## config.mk

```make
export PLATFORM = sky130hd
export DESIGN_NAME = rr_arbiter_enc
export DESIGN_NICKNAME = d
export VERILOG_FILES = /design/src/rtl/rr_arb_pkg.sv /design/src/rtl/rr_arbiter_enc_pick.sv /design/src/rtl/rr_arbiter_enc.sv
export SDC_FILE = /design/constraint.sdc
export NUM_CORES = 1
export LEC_CHECK = 0
export BUFFER_PORTS_ARGS = -buffer_cell sky130_fd_sc_hd__buf_2
export CORE_ASPECT_RATIO = 0.6
export CORE_MARGIN = 5
export CORE_UTILIZATION = 40
export CTS_CLUSTER_DIAMETER = 50
export DETAILED_ROUTE_END_ITERATION = 10
export HOLD_SLACK_MARGIN = 0.08
export PLACE_DENSITY = 0.65
export RECOVER_POWER = 50
export SYNTH_ARGS = -nofsm -noshare
export SYNTH_HDL_FRONTEND = slang
export SYNTH_HIERARCHICAL = 1
export SYNTH_SLANG_ARGS = --single-unit
```

## constraint.sdc

```tcl
create_clock -name clk -period 8.2 [get_ports clk]
set_input_delay 0.41 -clock clk [delete_from_list [all_inputs] [get_ports clk]]
set_output_delay 0.41 -clock clk [all_outputs]
set_load 0.01 [all_outputs]
```

## src/rtl/rr_arb_pkg.sv

```systemverilog
// Shared types and helpers for the round-robin arbiter.
// Holds the arbiter state enum, the index-width helper and the
// one-hot to binary encoder used by the priority picker.
package rr_arb_pkg;

    typedef enum logic {
        ARB_IDLE  = 1'b0,
        ARB_GRANT = 1'b1
    } arb_state_t;

    // Index width for n requesters (ceil(log2(n)), minimum 1 bit).
    function automatic int rr_idx_w(input int n);
        int w;
        w = 1;
        for (int i = 1; i < 31; i++) begin
            if ((1 << i) < n) begin
                w = i + 1;
            end
        end
        return w;
    endfunction

    // Binary index of a one-hot vector (up to 64 requesters). OR-encoding
    // keeps this a flat gate tree; the result is only defined for one-hot input.
    function automatic int onehot_to_idx(input logic [63:0] vec);
        int idx;
        idx = 0;
        for (int i = 0; i < 64; i++) begin
            if (vec[i]) begin
                idx = idx | i;
            end
        end
        return idx;
    endfunction

endpackage

```

## src/rtl/rr_arbiter_enc_pick.sv

```systemverilog
// Combinational round-robin picker: scans {req,req} from bit ptr upward,
// takes the lowest set bit and folds it back modulo N_REQ.
module rr_priority_pick
    import rr_arb_pkg::*;
#(
    parameter int N_REQ = 8,
    parameter int IDX_W = rr_idx_w(N_REQ)
) (
    input  logic [N_REQ-1:0] req,
    input  logic [IDX_W-1:0] ptr,
    output logic             found,
    output logic [N_REQ-1:0] winner_onehot,
    output logic [IDX_W-1:0] winner_idx
);

    logic [2*N_REQ-1:0] masked;
    logic               hit;

    // Masked double-width scan; the first set bit at or above ptr wins.
    always_comb begin
        found         = |req;
        masked        = '0;
        hit           = 1'b0;
        winner_onehot = '0;
        for (int i = 0; i < 2*N_REQ; i++) begin
            masked[i] = req[i % N_REQ] && (i >= int'(ptr));
        end
        for (int i = 0; i < 2*N_REQ; i++) begin
            if (masked[i] && !hit) begin
                hit                      = 1'b1;
                winner_onehot[i % N_REQ] = 1'b1;
            end
        end
        winner_idx = IDX_W'(onehot_to_idx(64'(winner_onehot)));
    end

endmodule

```

## src/rtl/rr_arbiter_enc.sv

```systemverilog
// Round-robin arbiter with one-hot and binary grant outputs.
// The owner keeps the grant until it pulses done or drops its request;
// on release the pointer moves past the owner and the next winner is
// loaded on the same edge. Optional forced release after MAX_HOLD cycles
// is built only when RR_ARB_TIMEOUT_EN is defined; otherwise timeout is 0.
module rr_arbiter_enc
    import rr_arb_pkg::*;
#(
    parameter int N_REQ    = 8,
    parameter int IDX_W    = rr_idx_w(N_REQ),
    parameter int MAX_HOLD = 16
) (
    input  logic             clk,
    input  logic             rst_n,
    input  logic [N_REQ-1:0] req,
    input  logic             done,
    output logic [N_REQ-1:0] grant_onehot,
    output logic [IDX_W-1:0] grant_idx,
    output logic             grant_valid,
    output logic             timeout
);

    if (N_REQ < 2 || N_REQ > 64) begin : g_bad_n_req
        $error("rr_arbiter_enc: N_REQ must be in 2..64");
    end
    if (IDX_W != rr_idx_w(N_REQ)) begin : g_bad_idx_w
        $error("rr_arbiter_enc: IDX_W is derived from N_REQ and must not be overridden");
    end
    if (MAX_HOLD < 2) begin : g_bad_max_hold
        $error("rr_arbiter_enc: MAX_HOLD must be at least 2");
    end

    arb_state_t       state;
    logic [IDX_W-1:0] ptr;
    logic [IDX_W-1:0] ptr_after_owner;
    logic [IDX_W-1:0] pick_ptr;
    logic             found;
    logic [N_REQ-1:0] win_onehot;
    logic [IDX_W-1:0] win_idx;
    logic             rel_normal;
    logic             rel_force;
    logic             rel_now;
    logic             grant_load;

    // Pointer value the owner hands over on release (owner+1 wrapping).
    always_comb begin
        if (grant_idx == IDX_W'(N_REQ - 1)) begin
            ptr_after_owner = '0;
        end else begin
            ptr_after_owner = grant_idx + 1'b1;
        end
    end

    assign rel_normal = done | ~req[grant_idx];
    assign rel_now    = (state == ARB_GRANT) & (rel_normal | rel_force);
    // Re-arbitrate with the post-release pointer so there is no idle bubble.
    assign pick_ptr   = rel_now ? ptr_after_owner : ptr;
    assign grant_load = found & ((state == ARB_IDLE) | rel_now);

    rr_priority_pick #(
        .N_REQ (N_REQ),
        .IDX_W (IDX_W)
    ) u_pick (
        .req           (req),
        .ptr           (pick_ptr),
        .found         (found),
        .winner_onehot (win_onehot),
        .winner_idx    (win_idx)
    );

    // Arbiter FSM: load a winner from IDLE or on release, else go idle on release.
    always_ff @(posedge clk or negedge rst_n) begin
        if (!rst_n) begin
            state        <= ARB_IDLE;
            ptr          <= '0;
            grant_onehot <= '0;
            grant_idx    <= '0;
            grant_valid  <= 1'b0;
        end else begin
            if (rel_now) begin
                ptr <= ptr_after_owner;
            end
            if (grant_load) begin
                state        <= ARB_GRANT;
                grant_onehot <= win_onehot;
                grant_idx    <= win_idx;
                grant_valid  <= 1'b1;
            end else if (rel_now) begin
                state        <= ARB_IDLE;
                grant_onehot <= '0;
                grant_idx    <= '0;
                grant_valid  <= 1'b0;
            end
        end
    end

`ifdef RR_ARB_TIMEOUT_EN
    localparam int CNT_W = $clog2(MAX_HOLD) + 1;

    logic [CNT_W-1:0] hold_cnt;

    assign rel_force = (hold_cnt == CNT_W'(MAX_HOLD - 1));

    // Hold counter restarts on each new grant; timeout flags a forced release
    // that was not also a normal release.
    always_ff @(posedge clk or negedge rst_n) begin
        if (!rst_n) begin
            hold_cnt <= '0;
            timeout  <= 1'b0;
        end else begin
            timeout <= rel_now & rel_force & ~rel_normal;
            if (grant_load) begin
                hold_cnt <= '0;
            end else if (state == ARB_GRANT) begin
                hold_cnt <= hold_cnt + 1'b1;
            end
        end
    end
`else
    assign rel_force = 1'b0;
    assign timeout   = 1'b0;
`endif

endmodule

```

Word-level counts from Yosys, hierarchy flattened
Index checks and enable logic that the tools add are counted.

storage, ports and cells
  register bits = 15
  output and inout port bits = 13
  word-level logic and storage cells = 106

cells by class
  add/subtract/negate cells = 1
  order comparisons = 8
  equal/unequal tests = 1
  muxes and demuxes = 47
  bitwise operators = 6
  reduce and logical (&&, ||, !) cells = 39

operators with widths
  operator                                             count
  2-to-1 mux 1 bit                                     34
  2-to-1 mux 3 bit                                     8
  logical AND 1 bit                                    22
  2-to-1 mux 8 bit                                     2
  logical NOT 1 bit                                    15
  >= comparator 3 bit (first input constant)           3
  OR reduction 8 bit                                   1
  >= comparator 1 x 3 -> 1 bit (first input constant)  2
  >= comparator 2 x 3 -> 1 bit (first input constant)  2
  < comparator 3 x 4 -> 1 bit (second input constant)  1
  2-to-1 mux 2 bit                                     2
  adder 3 x 1 -> 3 bit (second input constant)         1
  binary-select mux 1 bit (select 3 bit)               1
  equality test 3 bit (second input constant)          1
  AND 1 bit                                            2
  NOT 1 bit                                            2
  bitwise OR 1 bit                                     2
  nonzero test 2 bit                                   1

Depth between registers and ports, before layout
Gate-level depths: netlist of run 1.

  word-level depth = 56
  mapped depth = 13
  depth with buffers taken out = 11

Hierarchy
The synthesis of run 1 kept the hierarchy.

modules (own cells, without submodules)
  module            instances  cells an instance  area an instance (µm²)
  rr_arbiter_enc    1          62                 814.5
  rr_priority_pick  1          59                 365.4

Worst setup path after synthesis of run 1
Ideal clock, no wire load.

  path kind = register to register
  start point = register grant_idx[0]
  end point = register grant_onehot[5]
  library setup time = 126 ps
  arrival time = 3,033 ps
  setup slack = 5,041 ps
  stages on the path, launching flop included = 13
  path through = dfrtp_1 buf_6 mux2i_1 a221oi_1 a21bo_2 mux2_2 buf_2 nor2_1 o21ai_1 and2_1 a41o_1 a22o_2 a221o_1

between the ends
  word-level cells in the longest chain between the ends = 49

ends and longest elaborated chain
  item                                    RTL line                   source
  start: declaration                      rr_arbiter_enc.sv:18       output logic [IDX_W-1:0] grant_idx,
  start signal: assignment                rr_arbiter_enc.sv:86       grant_idx <= win_idx;
  binary-select mux 1 bit (select 3 bit)  rr_arbiter_enc.sv:54       assign rel_normal = done | ~req[grant_idx];
  2-to-1 mux 1 bit (not written as such)  rr_arbiter_enc.sv:54
  NOT 1 bit                               rr_arbiter_enc.sv:54
  bitwise OR 1 bit                        rr_arbiter_enc.sv:54
  AND 1 bit                               rr_arbiter_enc.sv:55       assign rel_now = (state == ARB_GRANT) & (rel_normal | rel_force);
  2-to-1 mux 3 bit *                      rr_arbiter_enc.sv:57       assign pick_ptr = rel_now ? ptr_after_owner : ptr;
  net pick_ptr[2]                         rr_arbiter_enc.sv:36       logic [IDX_W-1:0] pick_ptr;
  >= comparator 1 x 3 -> 1 bit            rr_arbiter_enc_pick.sv:26  masked[i] = req[i % N_REQ] && (i >= int'(ptr));
  [... 35 more ...]                       -
  logical NOT 1 bit                       rr_arbiter_enc_pick.sv:29  if (masked[i] && !hit) begin
  logical AND 1 bit                       rr_arbiter_enc_pick.sv:29
  2-to-1 mux 1 bit                        rr_arbiter_enc_pick.sv:29
  logical NOT 1 bit                       rr_arbiter_enc_pick.sv:29
  logical AND 1 bit                       rr_arbiter_enc_pick.sv:29
  2-to-1 mux 1 bit *                      rr_arbiter_enc_pick.sv:29
  net win_onehot[5]                       rr_arbiter_enc.sv:38       logic [N_REQ-1:0] win_onehot;
  2-to-1 mux 8 bit *                      rr_arbiter_enc.sv:83       if (grant_load) begin
  end signal: assignment                  rr_arbiter_enc.sv:85       grant_onehot <= win_onehot;
  end: declaration                        rr_arbiter_enc.sv:17       output logic [N_REQ-1:0] grant_onehot,

The timed path passes the listed nets; every way through them passes the cells marked *. The select of a mux whose other input is x is not followed.
A chain may end at the register's enable or synchronous reset.

Final worst setup path of run 1
Ends and elaborated chain as after synthesis.

==> results of run 1 <==
critical path: cells and delay by family (launching register included):
family	cells	cell delay, ns
simple gates	2	0.46
mux	2	0.55
flops	1	0.53
compound gates	6	1.74
routing by layer:
metal  wire (um)  track usage (%)
met1        1540             23.5
met4          65             6.18
met5           0                0
met2        1230             21.3
met3         248             4.67
layout by cell type (no fill, tap or decap), types with 2 or more instances in the layout:
master	netlist	layout
dfrtp_1	15	15
buf_2	1	15
nand2_1	14	14
nor2_1	8	8
clkbuf_1	0	7
a22o_2	6	6
a221o_1	6	6
o21ai_1	4	4
nor2b_1	3	3
mux2_2	3	3
o2bb2ai_1	3	3
a22o_1	3	3
clkbuf_8	0	3
a21oi_1	3	3
mux2i_1	2	2
a221o_2	2	2
ha_1	2	2
a21boi_1	2	2
nand3b_1	2	2
nand3_1	2	2
inv_1	2	2
o21ai_0	2	2
or3b_1	2	2
final timing paths:
kind,to,cells past startpoint,slack (ns),startpoint
min in group asynchronous,grant_idx[1],2,0.77,rst_n
min reg2reg,grant_onehot[6],1,0.54,grant_onehot[6]
max in group asynchronous,ptr[0],2,6.91,rst_n
max reg2reg,grant_onehot[5],10,4.81,grant_idx[0]
max,grant_onehot[5],10,4.81,grant_idx[0]
min,grant_onehot[6],1,0.54,grant_onehot[6]
metrics by stage:
step                util [%]  hold slack [ns]  worst slack, ns
floorplan                  -            0.114             5.04
global placement        45.5            0.335             5.00
detailed placement      45.5            0.342             4.82
CTS                     47.5            0.541             4.85
global route            47.1            0.564             4.54
finish                  47.1            0.540             4.81
flip-flops by register name, indices dropped and copies added (netlist names):
register      cells
ptr               3
grant_onehot      8
state             1
grant_idx         3
synthesized netlist by cell type, types with 2 or more instances:
cell type  instances  area (sq um)
nor2_1             8          30.0
a22o_1             3          26.3
mux2_2             3          33.8
buf_6              2          22.5
a22o_2             6          60.1
nand2_1           14          52.6
nand3_1            2          10.0
o2bb2ai_1          3          26.3
nor2b_1            3          18.8
o21ai_1            4          20.0
a21oi_1            3          15.0
mux2i_1            2          20.0
ha_1               2          25.0
dfrtp_1           15           375
a221o_2            2          22.5
nand3b_1           2          15.0
a221o_1            6          60.1
or3b_1             2          17.5
inv_1              2          7.51
o21ai_0            2          10.0
a21boi_1           2          15.0
cells by family (layout without fill, tap and decap cells):
family | after synthesis | in the layout | synth area share (%)
other | 1 | 1 | 0.318
adder cells (fa/ha/maj) | 2 | 2 | 2.12
flip-flops | 15 | 15 | 31.8
AND/OR/NAND/NOR | 46 | 46 | 23.5
buffers and inverters | 7 | 29 | 4.45
AO/OA/AOI/OAI | 44 | 44 | 31.3
multiplexers | 6 | 6 | 6.47
area by class of cell:
type | count | area (sq um)
Clock buffer | 3 | 41.3
Inverter | 2 | 7.51
Sequential cell | 15 | 375
Tap cell | 42 | 52.6
Fill cell | 271 | 1510
Clock inverter | 1 | 5.00
Timing Repair Buffer | 23 | 111
Multi-Input combinational cell | 99 | 752
timing repair:
item / 4_1_cts / 5_1_grt
hold endpoints to repair: 15 / 0
endpoints found under the setup margin: 0 / 0
hold buffers: 1 / 0
power by group through the flow:
| stage | combinational [W] | sequential [W] | clock [W] |
|---|---|---|---|
| global route | 0.000343 | 0.000135 | 0.0000690 |
| finish | 0.000312 | 0.000131 | 0.0000632 |
| CTS | 0.000310 | 0.000130 | 0.0000637 |
| floorplan | 0.000237 | 0.000133 | 0 |
| global placement | 0.000301 | 0.000130 | 0 |
| detailed placement | 0.000310 | 0.000131 | 0 |
==> qor.txt, run 1 <==
status: finished, final reports clean
Core Rows: 15
WL/cell: 16.7 um
crit end category: flip-flop
Synth Instances: 121
Hold Path Class: reg2reg
Synth cell types: 54
Rel. slew slack: 44.5%
Setup TNS: 0 ns
Ports: 24
P_sw: 0.000240 W
Clock Tree Root: clkbuf_8
critical path class: reg2reg
Top FF cell, synth: dfrtp_1
Detailed Route WL: 3090 um
DP Wirelength: 2370 um
Total GRT Usage: 15.9%
Worst-Margin Slew: 0.832 ns
final non-filler cell total: 185
fin nets: 157
minimum clock period: 3.39 ns
sequential cell fraction of total power: 25.8%
P per Cell Area: 376 nW/um^2
PortBufs: 22
Final ANT Viol Nets: 0
Detailed Routing Iterations Pass 1: 6
crit share post-route: 41.4%
clk_skew: 0.00413 ns
DIE WIDTH: 80.1 um
Remaining DRCs: 0
CTS Buf Count: 3
Skew-Pair Late Insertion Delay: 0.26 ns
DP Area: 1300 sq um
largest net degree at the start of global routing: 16
mean post-synth cell area: 9.75 sq um
CTS H-tree lvls: 1
clock tree from TritonCTS: built
layout cells sized above 1: 31.5%
Core ar.: 2850 sq um
first-pass GRT wire length: 5160 um
Power, Total: 0.000506 W
crit path cell chain: mux2i_1 > a221oi_1 > a21bo_2 > mux2_2 > nor2_1 > o21ai_1 > and2_1 > a41o_1 > a22o_2 > a221o_1
diodes inserted: 0
initial antenna violation count: 0
worst stage delay on the critical path: 0.58 ns
CTS Sinks: 15
WP data arrival: 3.53 ns
vias in the first global route: 1048
die area: 4170 sq um
Final Hold Fails: 0
async set-or-reset flop fraction in the synthesized netlist: 100%
syn_nets: 134
post-CTS setup buffer count: 0
max-cap violations: 0
Synth Cell Area: 1180 sq um
via count: 1126
Leak Pwr: 0.594 nW
Post-CTS Resized: 0
clk buf depth: 2
grt total ovfl: 0
Max Clock Freq: 0.295 GHz
DR iter-0 viols: 87
Final GP Congestion: 0.939
Pint: 0.000266 W
RSZ-0062 raised after global routing: false
EDFF count, synth: 0
Clk pin slew, worst setup/hold paths: 0.07 ns
Final Cell Area: 1350 sq um
starting density of the core: 41.4%
register area share after synthesis: 31.8%
Slowest-stage cell, CP: a221oi_1
startpoint types: flip-flop
synth warn: 6
final setup fails: 0
Area Growth Syn to Fin: 14.0%
dpl cells: 180
via-per-instance ratio: 6.09
switching share of power: 47.4%
max-slew violations: 0
VDD IR max: 0.000141 V
register bit total from synthesis: 15
CP required: 8.34 ns
Worst Path Max Fanout: 10
clock power share: 12.5%
Logic pwr share: 61.7%
Die Ht: 52.1 um
Power figures use the tool's default switching activity.
==> run 2: changes to the inputs <==
ABC_AREA = 1   (was unset)
PLACE_DENSITY = 0.68   (was 0.65)
clock period = 2.75 ns   (was 8.2 ns; I/O delays follow)
==> run 2 against run 1 <==
Compared with the run above:
- the run now ends with setup timing left
- clock-buffer cell count unchanged
- sequential cell count unchanged
- cell area up 17%
- highest routed layer is now met3
==> qor.txt, run 2 <==
status: complete, but fails checks (was finished, final reports clean)
failing checks: setup timing
register area share after synthesis: 31.9% (was 31.8%)
Leak Pwr: 0.852 nW (was 0.594 nW)
post-route setup slack: -0.0291 ns (was 4.81 ns)
synth warn: 6 (unchanged)
fillers: 300 (was 271)
R2R setup slack: -0.03 ns (was 4.81 ns)
final core occ: 55.4% (was 47.1%)
clock power share: 10.6% (was 12.5%)
Detailed Routing Iterations Pass 1: 4 (was 6)
layout cells sized above 1: 42.1% (was 31.5%)
Worst Hold Slack: 0.287 ns (was 0.540 ns)
PortBufs: 22 (unchanged)
worst hold stages: 4 (was 1)
DIE WIDTH: 80.0 um (was 80.1 um)
commonest cells after routing, fill and taps aside: nand2_1 (36), nand3_1 (22), buf_2 (21) (was dfrtp_1 (15), buf_2 (15), nand2_1 (14))
Largest Register: grant_onehot (unchanged)
Hold Path Class: in2reg (was reg2reg)
max-cap violations: 0 (unchanged)
grt total ovfl: 0 (unchanged)
crit share post-route: 101% (was 41.4%)
RSZ-0062 raised after global routing: true (was false)
WP data arrival: 2.97 ns (was 3.53 ns)
Pint: 0.000883 W (was 0.000266 W)
WL met2: 1630 um (was 1230 um)
WL/cell: 14.4 um (was 16.7 um)
P per Cell Area: 1110 nW/um^2 (was 376 nW/um^2)
starting density of the core: 41.2% (was 41.4%)
Worst Path Max Fanout: 6 (was 10)
Skew-Pair Late Insertion Delay: 0.25 ns (was 0.26 ns)
initial antenna violation count: 0 (unchanged)
final non-filler cell total: 239 (was 185)
Final GP Congestion: 0.875 (was 0.939)
Synth cell types: 31 (was 54)
Area Growth Syn to Fin: 34.3% (was 14.0%)
Rel. slew slack: 45.7% (was 44.5%)
first-pass GRT wire length: 5240 um (was 5160 um)
CTS Buf Count: 3 (unchanged)
pre-CTS setup slack: -0.100 ns (was 4.82 ns)
reg2reg start: grant_idx[0] (unchanged)
commonest non-fill, non-tap cell in the layout: nand2_1
DP Wirelength: 2530 um (was 2370 um)
clk_skew: 0.000810 ns (was 0.00413 ns)
minimum clock period: 2.78 ns (was 3.39 ns)
DR iter-0 viols: 69 (was 87)
Clock Tree Root: clkbuf_8 (unchanged)
VDD IR max: 0.000351 V (was 0.000141 V)
die area: 4160 sq um (was 4170 sq um)
top flop regs: grant_onehot: 8 flops, grant_idx: 3 flops, ptr: 3 flops (unchanged)
clk buf depth: 2 (unchanged)
critical path class: reg2reg (unchanged)
crit end category: flip-flop (unchanged)
CP required: 2.94 ns (was 8.34 ns)
Synth Cell Area: 1180 sq um (about the same)
Worst Hold End: state (was grant_onehot[6])
met3 routed WL: 263 um (was 248 um)
CTS Sinks: 15 (unchanged)
Worst R2R End: grant_onehot[6] (was grant_onehot[5])
Final Hold Fails: 0 (unchanged)
post-synth top area share: 31.9% (was 31.8%)
Reg area: 377 sq um (was 375 sq um)
Logic pwr share: 69.0% (was 61.7%)
max-slew violations: 0 (unchanged)
startpoint types: flip-flop (unchanged)
ranking of synthesized cells by area: dfrtp_1 (32%), nand3_1 (14%), nand2_1 (13%), inv_1 (5.7%), nor2_1 (4.1%) (was dfrtp_1 (32%), a221o_1 (5.1%), a22o_2 (5.1%), nand2_1 (4.5%), mux2_2 (2.9%))
async set-or-reset flop fraction in the synthesized netlist: 100% (unchanged)
Worst Reg-to-Reg Cells: 16 (was 10)
Synth Instances: 162 (was 121)
vias in the first global route: 1102 (was 1048)
Detailed Route WL: 3450 um (was 3090 um)
P_sw: 0.000869 W (was 0.000240 W)
Remaining DRCs: 0 (unchanged)
number of flip-flops in the largest register: 8 (unchanged)
Ports: 24 (unchanged)
worst min-delay path startpoint: req[6] (was grant_onehot[6])
largest net degree at the start of global routing: 16 (unchanged)
Synth area leader: dfrtp_1 (unchanged)
diodes inserted: 0 (unchanged)
EDFF count, synth: 0 (unchanged)
sequential cell fraction of total power: 20.4% (was 25.8%)
Max Clock Freq: 0.360 GHz (was 0.295 GHz)
clock tree from TritonCTS: built (unchanged)
met1 WL: 1560 um (was 1540 um)
register bit total from synthesis: 15 (unchanged)
final setup fails: 8 (was 0)
switching share of power: 49.6% (was 47.4%)
synth cell count leaders: nand2_1 (42), nand3_1 (32), inv_1 (18) (was dfrtp_1 (15), nand2_1 (14), nor2_1 (8))
Top Metal Used: met3 (was met4)
syn_nets: 175 (was 134)
mean post-synth cell area: 7.26 sq um (was 9.75 sq um)
dpl cells: 226 (was 180)
Total GRT Usage: 16.6% (was 15.9%)
fin nets: 211 (was 157)
Die Ht: 52 um (was 52.1 um)
Top FF cell, synth: dfrtp_1 (unchanged)
via-per-instance ratio: 5.08 (was 6.09)
Worst-Margin Slew: 0.815 ns (was 0.832 ns)
Final ANT Viol Nets: 0 (unchanged)
Core ar.: 2850 sq um (unchanged)
CTS H-tree lvls: 1 (unchanged)
Clk pin slew, worst setup/hold paths: 0.07 ns (about the same)
count leader, synth: nand2_1 (was dfrtp_1)
area of the multi-input gates: 795 sq um (was 752 sq um)
Core Rows: 15 (unchanged)
via count: 1214 (was 1126)
==> run 2: changes by cell type after synthesis, moves of 5 or more <==
cell / previous run / this run
a221o_1: 6 / 0
a22o_2: 6 / 0
inv_1: 2 / 18
nand2_1: 14 / 42
nand3_1: 2 / 32
nor2_1: 8 / 13
==> run 2: area by class of cell <==
class / count / area share (%)
Clock inverter: 1 / 0.317
Timing Repair Buffer: 36 / 14.4
Sequential cell: 15 / 23.9
Inverter: 21 / 5.15
Multi-Input combinational cell: 121 / 50.3
Tap cell: 42 / 3.33
Clock buffer: 3 / 2.61
==> run 2: repair_timing <==
action,4_1_cts,5_1_grt
endpoints found under the hold margin,15,0
pin swaps,0,17
setup endpoints to repair,11,11
gates resized for setup,2,26
setup buffers,2,5
hold buffers,1,0
cloned,0,1
==> run 2: cell families after synthesis <==
| family | Yosys count | synth area share [%] |
|---|---|---|
| AND/OR/NAND/NOR | 112 | 51.3 |
| AO/OA/AOI/OAI | 5 | 3.72 |
| flip-flops | 15 | 31.9 |
| other | 1 | 0.319 |
| adder cells (fa/ha/maj) | 2 | 2.13 |
| buffers and inverters | 27 | 10.6 |
==> run 2: worst max path at each step <==
stage                             from         endpoint  slack, ns
final                     grant_idx[0]  grant_onehot[6]      -0.03
after global routing      grant_idx[0]  grant_onehot[6]      -0.24
after CTS                 grant_idx[1]  grant_onehot[6]       0.02
after detailed placement  grant_idx[0]  grant_onehot[6]      -0.10
after global placement    grant_idx[0]  grant_onehot[1]       0.01
after floorplan           grant_idx[0]     grant_idx[2]      0.003
==> run 2: power by group through the flow <==
stage	combinational (W)	sequential, W	clock, W
floorplan	0.000740	0.000376	0
global placement	0.000981	0.000360	0
detailed placement	0.00100	0.000363	0
CTS	0.00104	0.000350	0.000186
global route	0.00132	0.000370	0.000201
finish	0.00121	0.000358	0.000186
==> run 2: per-layer routing <==
layer | global-route usage (%) | vias to the layer above
li1 | - | 598
met1 | 23.8 | 574
met2 | 25.0 | 42
met3 | 4.15 | 0
met4 | 4.21 | 0
met5 | 0 | -
==> run 2: per-stage QoR <==
stage / area (sq um) / TNS, ns / power [W]
3_5_place_dp: 1350 / -0.882 / 0.00136
4_1_cts: 1430 / 0 / 0.00158
6_report: 1580 / -0.116 / 0.00175
5_1_grt: 1580 / -2.43 / 0.00189
3_3_place_gp: 1350 / 0 / 0.00134
2_1_floorplan: 1190 / 0 / 0.00112
==> run 2: critical path, stage by stage, from the launching register on <==
cell and delay (ns):
dfrtp_2 0.43, ha_1 0.20, ha_1 0.17, or2_2 0.30, o21ai_4 0.20, nor2_2 0.06, nand2_2 0.09, nand2_2 0.07
nor2_4 0.16, nand4_4 0.13, nor2_8 0.13, nand3_2 0.07, or2_4 0.29, inv_4 0.06, or2_4 0.17, nand3_2 0.08
nand2_1 0.07
